### config.mk
export PLATFORM = sky130hd
export DESIGN_NAME = uart_word_receiver_flat
export DESIGN_NICKNAME = d
export VERILOG_FILES = /design/src/rtl/uart_word_receiver_if.sv /design/src/rtl/uart_word_receiver.sv /design/src/flat_wrapper.sv
export SDC_FILE = /design/constraint.sdc
export NUM_CORES = 1
export LEC_CHECK = 0
export CORE_ASPECT_RATIO = 0.8
export CORE_UTILIZATION = 51
export CTS_CLUSTER_SIZE = 28
export DETAILED_ROUTE_END_ITERATION = 12
export MAX_ROUTING_LAYER = met4
export PLACE_DENSITY = 0.77
export SYNTH_ARGS = -nofsm -noshare
export SYNTH_HDL_FRONTEND = slang
export SYNTH_SLANG_ARGS = --single-unit
### constraint.sdc
create_clock -name clk -period 3.6 [get_ports clk]
set_clock_uncertainty 0.15 [all_clocks]
set_input_delay 0.72 -clock clk [delete_from_list [all_inputs] [get_ports clk]]
set_output_delay 0.72 -clock clk [all_outputs]
set_load 0.02 [all_outputs]
### src/rtl/uart_word_receiver_if.sv
// uart_word_receiver_if
// Serial input and byte/word result bus of uart_word_receiver.
//   RxD                  serial line into the receiver (idles high)
//   RxD_byte_data        last good byte
//   RxD_byte_ready       1-cycle strobe, RxD_byte_data valid
//   RxD_word_data        last complete word (8*WORD_BYTES bits)
//   RxD_word_data_ready  1-cycle strobe, RxD_word_data updated
//   frame_error          1-cycle strobe, stop bit sampled low
//   word_timeout         1-cycle strobe, partial word dropped on idle
//   parity_error         1-cycle strobe, only with UART_RX_PARITY_EN defined
// modports: master = line driver / result consumer, slave = receiver.
interface uart_word_receiver_if #(
  parameter int unsigned WORD_BYTES = 4
);
  logic                    RxD;
  logic [7:0]              RxD_byte_data;
  logic                    RxD_byte_ready;
  logic [8*WORD_BYTES-1:0] RxD_word_data;
  logic                    RxD_word_data_ready;
  logic                    frame_error;
  logic                    word_timeout;
`ifdef UART_RX_PARITY_EN
  logic                    parity_error;
`endif

  modport master (
`ifdef UART_RX_PARITY_EN
    input  parity_error,
`endif
    output RxD,
    input  RxD_byte_data, RxD_byte_ready, RxD_word_data, RxD_word_data_ready,
           frame_error, word_timeout
  );

  modport slave (
`ifdef UART_RX_PARITY_EN
    output parity_error,
`endif
    input  RxD,
    output RxD_byte_data, RxD_byte_ready, RxD_word_data, RxD_word_data_ready,
           frame_error, word_timeout
  );
endinterface

### src/rtl/uart_word_receiver.sv
// uart_word_receiver
// Oversampling UART receiver (8N1, LSB first) that packs WORD_BYTES bytes
// into one word for the processor loader. Rejects false starts, reports
// framing errors and discards a partial word after an idle timeout.
// Optional even-parity frames (8E1) when UART_RX_PARITY_EN is defined.
// Ports:
//   clk  system clock
//   rst  asynchronous active-high reset
//   bus  uart_word_receiver_if.slave: RxD in; byte/word results, strobes out
module uart_word_receiver #(
  parameter int unsigned CLKS_PER_BIT         = 64,
  parameter int unsigned WORD_BYTES           = 4,
  parameter int unsigned BYTE_ORDER_MSB_FIRST = 0,
  parameter int unsigned IDLE_TIMEOUT_BITS    = 16
) (
  input  logic clk,
  input  logic rst,
  uart_word_receiver_if.slave bus
);
  localparam int unsigned WORD_W    = 8 * WORD_BYTES;
  localparam int unsigned BAUD_W    = $clog2(CLKS_PER_BIT);
  localparam int unsigned IDX_W     = (WORD_BYTES > 1) ? $clog2(WORD_BYTES) : 1;
  localparam int unsigned TO_CYCLES = IDLE_TIMEOUT_BITS * CLKS_PER_BIT;
  localparam int unsigned TO_W      = (TO_CYCLES > 1) ? $clog2(TO_CYCLES) : 1;
  localparam bit          TO_EN     = (IDLE_TIMEOUT_BITS != 0);

  localparam logic [BAUD_W-1:0] HALF_BIT = BAUD_W'(CLKS_PER_BIT / 2 - 1);
  localparam logic [BAUD_W-1:0] FULL_BIT = BAUD_W'(CLKS_PER_BIT - 1);
  localparam logic [IDX_W-1:0]  LAST_IDX = IDX_W'(WORD_BYTES - 1);
  localparam logic [TO_W-1:0]   TO_LAST  = TO_W'(TO_CYCLES - 1);

  typedef enum logic [2:0] {
    IDLE,
    START,
    DATA,
`ifdef UART_RX_PARITY_EN
    PARITY,
`endif
    STOP,
    WAIT_HIGH
  } stateT;

  stateT              state;
  logic               rxMeta;
  logic               rxS;
  logic [BAUD_W-1:0]  baudCnt;
  logic [2:0]         bitIdx;
  logic [7:0]         shiftReg;
  logic [IDX_W-1:0]   byteIdx;
  logic [TO_W-1:0]    toCnt;
  logic [WORD_W-1:0]  assembly;
  logic [7:0]         byteData;
  logic               byteReady;
  logic [WORD_W-1:0]  wordData;
  logic               wordReady;
  logic               frameErr;
  logic               wordTimeout;
`ifdef UART_RX_PARITY_EN
  logic               parityBit;
  logic               parityErr;
`endif

  logic [IDX_W-1:0]   byteSlot;
  logic [WORD_W-1:0]  slotMask;
  logic [WORD_W-1:0]  assemblyNext;

  // Assembly register with the just-received byte dropped into its slot
  always_comb begin
    byteSlot     = (BYTE_ORDER_MSB_FIRST != 0) ? (LAST_IDX - byteIdx) : byteIdx;
    slotMask     = WORD_W'(8'hFF) << {byteSlot, 3'b000};
    assemblyNext = (assembly & ~slotMask) | (WORD_W'(shiftReg) << {byteSlot, 3'b000});
  end

  // Synchroniser, receive FSM, word assembly and idle timeout
  always_ff @(posedge clk or posedge rst) begin
    if (rst) begin
      rxMeta      <= 1'b1;
      rxS         <= 1'b1;
      state       <= IDLE;
      baudCnt     <= '0;
      bitIdx      <= '0;
      shiftReg    <= '0;
      byteIdx     <= '0;
      toCnt       <= '0;
      assembly    <= '0;
      byteData    <= '0;
      byteReady   <= 1'b0;
      wordData    <= '0;
      wordReady   <= 1'b0;
      frameErr    <= 1'b0;
      wordTimeout <= 1'b0;
`ifdef UART_RX_PARITY_EN
      parityBit   <= 1'b0;
      parityErr   <= 1'b0;
`endif
    end else begin
      rxMeta      <= bus.RxD;
      rxS         <= rxMeta;
      byteReady   <= 1'b0;
      wordReady   <= 1'b0;
      frameErr    <= 1'b0;
      wordTimeout <= 1'b0;
      toCnt       <= '0;
`ifdef UART_RX_PARITY_EN
      parityErr   <= 1'b0;
`endif

      case (state)
        IDLE: begin
          baudCnt <= '0;
          // Expiry beats a simultaneous start edge: the new byte opens a fresh word
          if (TO_EN && (byteIdx != '0) && (toCnt == TO_LAST)) begin
            wordTimeout <= 1'b1;
            byteIdx     <= '0;
          end else if (TO_EN && (byteIdx != '0) && rxS) begin
            toCnt <= toCnt + TO_W'(1);
          end
          if (!rxS) state <= START;
        end

        START: begin
          if (baudCnt == HALF_BIT) begin
            baudCnt <= '0;
            if (rxS) begin
              state <= IDLE;
            end else begin
              state  <= DATA;
              bitIdx <= '0;
            end
          end else begin
            baudCnt <= baudCnt + BAUD_W'(1);
          end
        end

        DATA: begin
          if (baudCnt == FULL_BIT) begin
            baudCnt  <= '0;
            shiftReg <= {rxS, shiftReg[7:1]};
            if (bitIdx == 3'd7) begin
`ifdef UART_RX_PARITY_EN
              state <= PARITY;
`else
              state <= STOP;
`endif
            end else begin
              bitIdx <= bitIdx + 3'd1;
            end
          end else begin
            baudCnt <= baudCnt + BAUD_W'(1);
          end
        end

`ifdef UART_RX_PARITY_EN
        PARITY: begin
          if (baudCnt == FULL_BIT) begin
            baudCnt   <= '0;
            parityBit <= rxS;
            state     <= STOP;
          end else begin
            baudCnt <= baudCnt + BAUD_W'(1);
          end
        end
`endif

        STOP: begin
          if (baudCnt == FULL_BIT) begin
            baudCnt <= '0;
            if (!rxS) begin
              frameErr <= 1'b1;
              byteIdx  <= '0;
              state    <= WAIT_HIGH;
            end
`ifdef UART_RX_PARITY_EN
            else if (parityBit != ^shiftReg) begin
              parityErr <= 1'b1;
              byteIdx   <= '0;
              state     <= IDLE;
            end
`endif
            else begin
              byteData  <= shiftReg;
              byteReady <= 1'b1;
              assembly  <= assemblyNext;
              if (byteIdx == LAST_IDX) begin
                wordData  <= assemblyNext;
                wordReady <= 1'b1;
                byteIdx   <= '0;
              end else begin
                byteIdx <= byteIdx + IDX_W'(1);
              end
              state <= IDLE;
            end
          end else begin
            baudCnt <= baudCnt + BAUD_W'(1);
          end
        end

        WAIT_HIGH: begin
          if (rxS) state <= IDLE;
        end

        default: state <= IDLE;
      endcase
    end
  end

  assign bus.RxD_byte_data       = byteData;
  assign bus.RxD_byte_ready      = byteReady;
  assign bus.RxD_word_data       = wordData;
  assign bus.RxD_word_data_ready = wordReady;
  assign bus.frame_error         = frameErr;
  assign bus.word_timeout        = wordTimeout;
`ifdef UART_RX_PARITY_EN
  assign bus.parity_error        = parityErr;
`endif
endmodule

### src/flat_wrapper.sv
// flat-port wrapper written by rule: the top's interface ports become plain ports
module uart_word_receiver_flat 
#(
  parameter int unsigned CLKS_PER_BIT         = 64,
  parameter int unsigned WORD_BYTES           = 4,
  parameter int unsigned BYTE_ORDER_MSB_FIRST = 0,
  parameter int unsigned IDLE_TIMEOUT_BITS    = 16
)
  (clk, rst, bus_RxD, bus_RxD_byte_data, bus_RxD_byte_ready, bus_RxD_word_data, bus_RxD_word_data_ready, bus_frame_error, bus_word_timeout);
  uart_word_receiver_if #(.WORD_BYTES(WORD_BYTES)) bus_i ();
  input  logic clk;
  input  logic rst;
  input wire logic [$bits(bus_i.RxD)-1:0] bus_RxD;
  output wire logic [$bits(bus_i.RxD_byte_data)-1:0] bus_RxD_byte_data;
  output wire logic [$bits(bus_i.RxD_byte_ready)-1:0] bus_RxD_byte_ready;
  output wire logic [$bits(bus_i.RxD_word_data)-1:0] bus_RxD_word_data;
  output wire logic [$bits(bus_i.RxD_word_data_ready)-1:0] bus_RxD_word_data_ready;
  output wire logic [$bits(bus_i.frame_error)-1:0] bus_frame_error;
  output wire logic [$bits(bus_i.word_timeout)-1:0] bus_word_timeout;
  assign bus_i.RxD = bus_RxD;
  assign bus_RxD_byte_data = bus_i.RxD_byte_data;
  assign bus_RxD_byte_ready = bus_i.RxD_byte_ready;
  assign bus_RxD_word_data = bus_i.RxD_word_data;
  assign bus_RxD_word_data_ready = bus_i.RxD_word_data_ready;
  assign bus_frame_error = bus_i.frame_error;
  assign bus_word_timeout = bus_i.word_timeout;
  uart_word_receiver #(.CLKS_PER_BIT(CLKS_PER_BIT), .WORD_BYTES(WORD_BYTES), .BYTE_ORDER_MSB_FIRST(BYTE_ORDER_MSB_FIRST), .IDLE_TIMEOUT_BITS(IDLE_TIMEOUT_BITS)) u_core (.clk(clk), .rst(rst), .bus(bus_i));
endmodule
After elaboration in Yosys (flattened, before gate mapping)
Cells that the tools add are included.
W data, S select, Z words.
- register bits: 110
- input bits: 3
- output and inout bits: 44
- logic and storage cells: 93
- add/subtract/negate cells: 4
- equal/unequal tests: 18
- shift operators: 2
- muxes and demuxes: 37
- bitwise gates (word level): 3
- reductions and logical operators: 14
- operator list (operator ; number):
    $mux W3 ; 11
    $and A32 B32 Y32 ; 1
    $not A32 Y32 ; 1
    $or A32 B32 Y32 ; 1
    $shl A8 B5 Y32 ; 1
    $shl A8 B5 Y32 const A ; 1
    $mux W10 ; 3
    $pmux W6 S3 ; 1
    $pmux W3 S5 ; 1
    $mux W1 ; 12
    $mux W6 ; 2
    $ne A2 B1 Y1 const B ; 6
    $add A10 B1 Y10 const B ; 1
    $eq A10 B10 Y1 const B ; 1
    $mux W2 ; 5
    $add A6 B1 Y6 const B ; 1
    $eq A3 B2 Y1 const B ; 2
    $eq A3 B3 Y1 const B ; 2
    $eq A6 B5 Y1 const B ; 1
    $eq A6 B6 Y1 const B ; 1
    $ne A2 B2 Y1 const B ; 3
    $pmux W3 S2 ; 1
    $reduce_and A3 Y1 ; 2
    $reduce_and A6 Y1 ; 1
    13 further kinds ; 16

Logic depth before layout (Yosys ltp)
- depth in word-level cells: 5
- mapped depth: 11
- depth with buffers taken out: 8

Worst setup path after synthesis
No wires, ideal clock.
- path kind: register to register
- from: reg u_core.byteIdx[0]
- to: reg u_core.byteIdx[0]
- setup time: 128 ps
- arrival: 1872 ps
- setup slack: 1450 ps
- cell stages (with the launch flop): 7
- cell sequence: dfrtp_1 > inv_1 > ha_1 > nor4_1 > nand4_1 > nand2_1 > mux2_1
- longest elaborated chain between the ends: 5
- elaborated cells on any way between the ends: 10
- those cells by class: add/sub: 1; eq/ne: 2; mux: 4; reduce/logical: 3
- ends and longest elaborated chain (what ; RTL line ; text):
    start: declaration ; uart_word_receiver.sv:49 ; logic [IDX_W-1:0] byteIdx;
    start signal: assignment ; uart_word_receiver.sv:189 ; byteIdx <= byteIdx + IDX_W'(1);
    $add A2 B1 Y2 or $eq A2 B2 Y1 (tied branches) ; uart_word_receiver.sv:189, uart_word_receiver.sv:184 ;
    $mux W2 ; uart_word_receiver.sv:184 ; if (byteIdx == LAST_IDX) begin
    $mux W2 ; uart_word_receiver.sv:168 ; if (!rxS) begin
    $mux W2 ; uart_word_receiver.sv:166 ; if (baudCnt == FULL_BIT) begin
    $pmux W2 S2 ; uart_word_receiver.sv:108 ; case (state)
Several ways; a longest one is shown, not always the timed one. The select of a mux whose other input is x is not followed.
A chain may end at the register's enable or synchronous reset.

Worst setup path in the final report
- from: reg u_core.baudCnt[0]
- to: reg u_core.wordData[28], in the netlist u_core.bus.RxD_word_data[28]
- longest elaborated chain between the ends: 2
- ends and longest elaborated chain (what ; RTL line ; text):
    start: declaration ; uart_word_receiver.sv:46 ; logic [BAUD_W-1:0] baudCnt;
    start signal: assignment ; uart_word_receiver.sv:131 ; baudCnt <= baudCnt + BAUD_W'(1);
    start signal: assignment ; uart_word_receiver.sv:149 ; baudCnt <= baudCnt + BAUD_W'(1);
    start signal: assignment ; uart_word_receiver.sv:194 ; baudCnt <= baudCnt + BAUD_W'(1);
    $eq A6 B6 Y1 ; uart_word_receiver.sv:166 ;
    $reduce_and A4 Y1 (no source line) ; - ;
    end signal: assignment ; uart_word_receiver.sv:185 ; wordData <= assemblyNext;
    end: declaration ; uart_word_receiver.sv:54 ; logic [WORD_W-1:0] wordData;
Every way passes these cells.

==> results by group <==
Outcome
  • Status: finished, final reports clean

Power and ir drop
  • Internal Power: 0.00149 W
  • Leakage: 2.41 nW
  • Maximum vdd drop: 0.212 mV
  • Power share of the clock group: 35.5%
  • Net Sw Frac: 27.1%
  • Psw: 0.000556 W
  • Power, Total: 0.00205 W
  • PwrDens: 388 mW/mm^2
  • Flop pwr share: 59.1%
  • Part of the power in combinational logic: 5.4%

Die
  • Core area: 0.00860 mm^2
  • Row count: 30
  • Starting density of the core: 53.2%
  • Die width: 108 um
  • Die Area: 0.00936 mm^2
  • Die height: 86.7 um
  • I/O pin count: 47

Detailed routing
  • Drt drc: 0
  • DR vias: 3275
  • DR vias/cell: 5.55
  • 1st-iter DRT viols: 226
  • Drt wl/cell: 16.0 um
  • Drt pass-1 iters: 4
  • Final ANT Viol Nets: 0
  • Routed wire length: 9.46 mm

Setup path
  • Worst Path Arrival: 2.93 ns
  • Crit. End Element: flip-flop
  • Startpoint types: flip-flop
  • WS Path Type: reg -> reg
  • CP dominant cell by count: inv_2
  • Crit Path Max Fanout: 65
  • Cell-by-cell trace of the critical path: ha_1, and4_1, nand3_4, inv_2, nand2_4, inv_2, buf_4, nand3_1, o21ai_0
  • Worst EP required: 3.77 ns
  • Worst reg-to-reg setup slack: 0.84 ns
  • Largest stage delay, worst path: 0.49 ns
  • CP max stage cell: buf_4

Worst hold path
  • Hold Crit Class: reg -> reg

Final layout
  • Fin nets: 484
  • Cell area after layout: 0.00528 mm^2
  • Area added between synthesis and finish: 15.4%
  • Share of cells above drive strength 1: 9.83%
  • N_diodes: 0
  • Final Non-Filler Cells: 590

Synth
  • Leading area contributor after synthesis: dfrtp_1
  • Top cells by area, synth: dfrtp_1, a22o_1, a21oi_1
  • YS warnings: 0
  • Top_reg_cell synth: dfrtp_1
  • Async S/R FF share, synth: 100%
  • Mapped Cells: 437
  • Syn_nets: 448
  • Synth unique cells: 53
  • Mapped cell area: 0.00458 mm^2
  • Mapped Avg Cell Area: 10.5 um^2
  • Register area share after synthesis: 55.8%
  • Register bit total from synthesis: 102
  • Synth top area share: 54.7%
  • Post-synth EDFFs: 0

Placement
  • Placement Cell Area: 0.00508 mm^2
  • Dpl ws: 0.844 ns
  • Hpwl dp: 6.25 mm
  • Placer Congestion: 0.819
  • Number of port buffers: 46
  • Placed Instances: 574

STA
  • Slew HR: 53.4%
  • Final hold vios: 0
  • Min Clock Period, post-route: 2.76 ns
  • Final setup fails: 0
  • Final WS setup: 0.835 ns
  • Worst Max-Slew Pin Slew: 0.700 ns
  • Max Clk Rate: 362 MHz
  • RSZ-0062 raised after global routing: no
  • Final Max Slew Viols: 0
  • Tcrit/Tclk final: 76.8%
  • Final setup TNS: 0 ns

CTS
  • Worst skew pair latency: 0.38 ns
  • CTS Root Cell: clkbuf_8
  • Clk sinks: 102
  • Cts repair resizes: 0
  • CTS tree: built
  • CTS Buffer Depth: 2
  • Num CTS Buffers: 9
  • H-tree levels: 3
  • Clock slew at reported path FFs: 0.12 ns
  • Post-CTS Setup Inserts: 0
  • Hold Buf Count CTS: 0

Global route
  • Initial antenna violation count: 0
  • Total grt overflow: 0
  • Vias in the first global route: 3126
  • Global-route wire length before repair: 15.9 mm
  • Largest net degree at the start of global routing: 66
  • Tot GR Track Use: 23.1%

Flow run
  • Max_cap viols: 0
-- cell usage in the layout, fill, tap and decap left out, drive strengths merged, types with 2 or more instances in the layout --
master	n
a211o	2
a21o	2
a21oi	50
a22o	25
a31oi	5
and3	2
and4	5
and4b	2
buf	2
clkbuf	9
clkdlybuf4s50	46
clkinv	4
dfrtp	100
dfstp	2
ha	8
inv	22
mux2	8
mux2i	2
nand2	44
nand3	16
nand4	5
nand4b	2
nor2	45
nor2b	24
nor3	6
o21ai	16
or4b	2
xor2	7
-- Yosys cell counts (all sizes together), types with 5 or more instances --
master  number
dfrtp      100
a21oi       50
nor2        45
nand2       44
a22o        25
nor2b       24
inv         19
nand3       16
o21ai       16
buf         13
clkbuf      10
ha           8
mux2         8
xor2         7
nor3         6
a31oi        5
and4         5
nand4        5
-- metrics by stage --
stage / hold WS, ns / util (%)
5_1_grt: 0.223 / 61.4
3_3_place_gp: 0.196 / 59.1
6_report: 0.217 / 61.4
4_1_cts: 0.220 / 61.4
2_1_floorplan: 0.195 / -
3_5_place_dp: 0.203 / 59.1
-- cells by family after synthesis --
| group | share of synthesized area, % |
|---|---|
| and+or+nand+nor | 18.6 |
| AOI/OAI and AO/OA | 15.1 |
| DFF | 55.8 |
| buffers and inverters | 4.38 |
| muxes | 2.41 |
| xor gates and xnor gates | 1.53 |
| adders and majority gates | 2.19 |
-- critical path: cells and delay by family (launching register included) --
kind	cells	cell delay [ns]
buffers and inverters	3	0.80
AOI/OAI and AO/OA	1	0.11
DFF	1	0.41
and+or+nand+nor	4	0.92
adders and majority gates	1	0.26
-- worst paths after layout --
check                      cells past startpoint              start                      endpoint
setup / recovery                               9  u_core.baudCnt[0]  u_core.bus.RxD_word_data[28]
hold / removal                                 0      u_core.rxMeta                    u_core.rxS
setup reg to reg                               9  u_core.baudCnt[0]  u_core.bus.RxD_word_data[28]
hold reg to reg                                0      u_core.rxMeta                    u_core.rxS
max in group asynchronous                      3                rst             u_core.byteIdx[0]
min in group asynchronous                      2                rst               u_core.toCnt[7]
-- state kept, by name (all words and copies together) (netlist names), 2 cells and up --
register,flops
u_core.baudCnt,6
u_core.toCnt,10
u_core.shiftReg,8
u_core.byteIdx,2
u_core.bus.RxD_byte_data,8
u_core.bitIdx,3
u_core.bus.RxD_word_data,32
u_core.assembly,24
u_core.state,3
-- layout make-up --
| type | instances | area [um^2] |
|---|---|---|
| Inverter | 19 | 73.8 |
| Clock buffer | 9 | 124 |
| Sequential cell | 102 | 2550 |
| Clock inverter | 7 | 78.8 |
| Timing Repair Buffer | 48 | 488 |
| Multi-Input combinational cell | 293 | 1820 |
| Tap cell | 112 | 140 |
| Fill cell | 722 | 3320 |
-- layer usage --
metal,up-vias,share of wire [%],track usage (%)
li1,1590,-,-
met1,1594,49,33.6
met2,80,45,32.2
met3,11,4.8,5.86
met4,0,1.3,6.10
met5,-,0,-
-- power groups by stage --
| stage | logic (W) | registers (W) | clock network [W] |
|---|---|---|---|
| 5_1_grt | 0.000129 | 0.00122 | 0.000800 |
| 4_1_cts | 0.000113 | 0.00121 | 0.000737 |
| 2_1_floorplan | 0.0000949 | 0.00122 | 0 |
| 3_5_place_dp | 0.000113 | 0.00123 | 0 |
| 6_report | 0.000111 | 0.00121 | 0.000727 |
| 3_3_place_gp | 0.000107 | 0.00123 | 0 |
No activity file was read; power rests on OpenSTA's default activity.
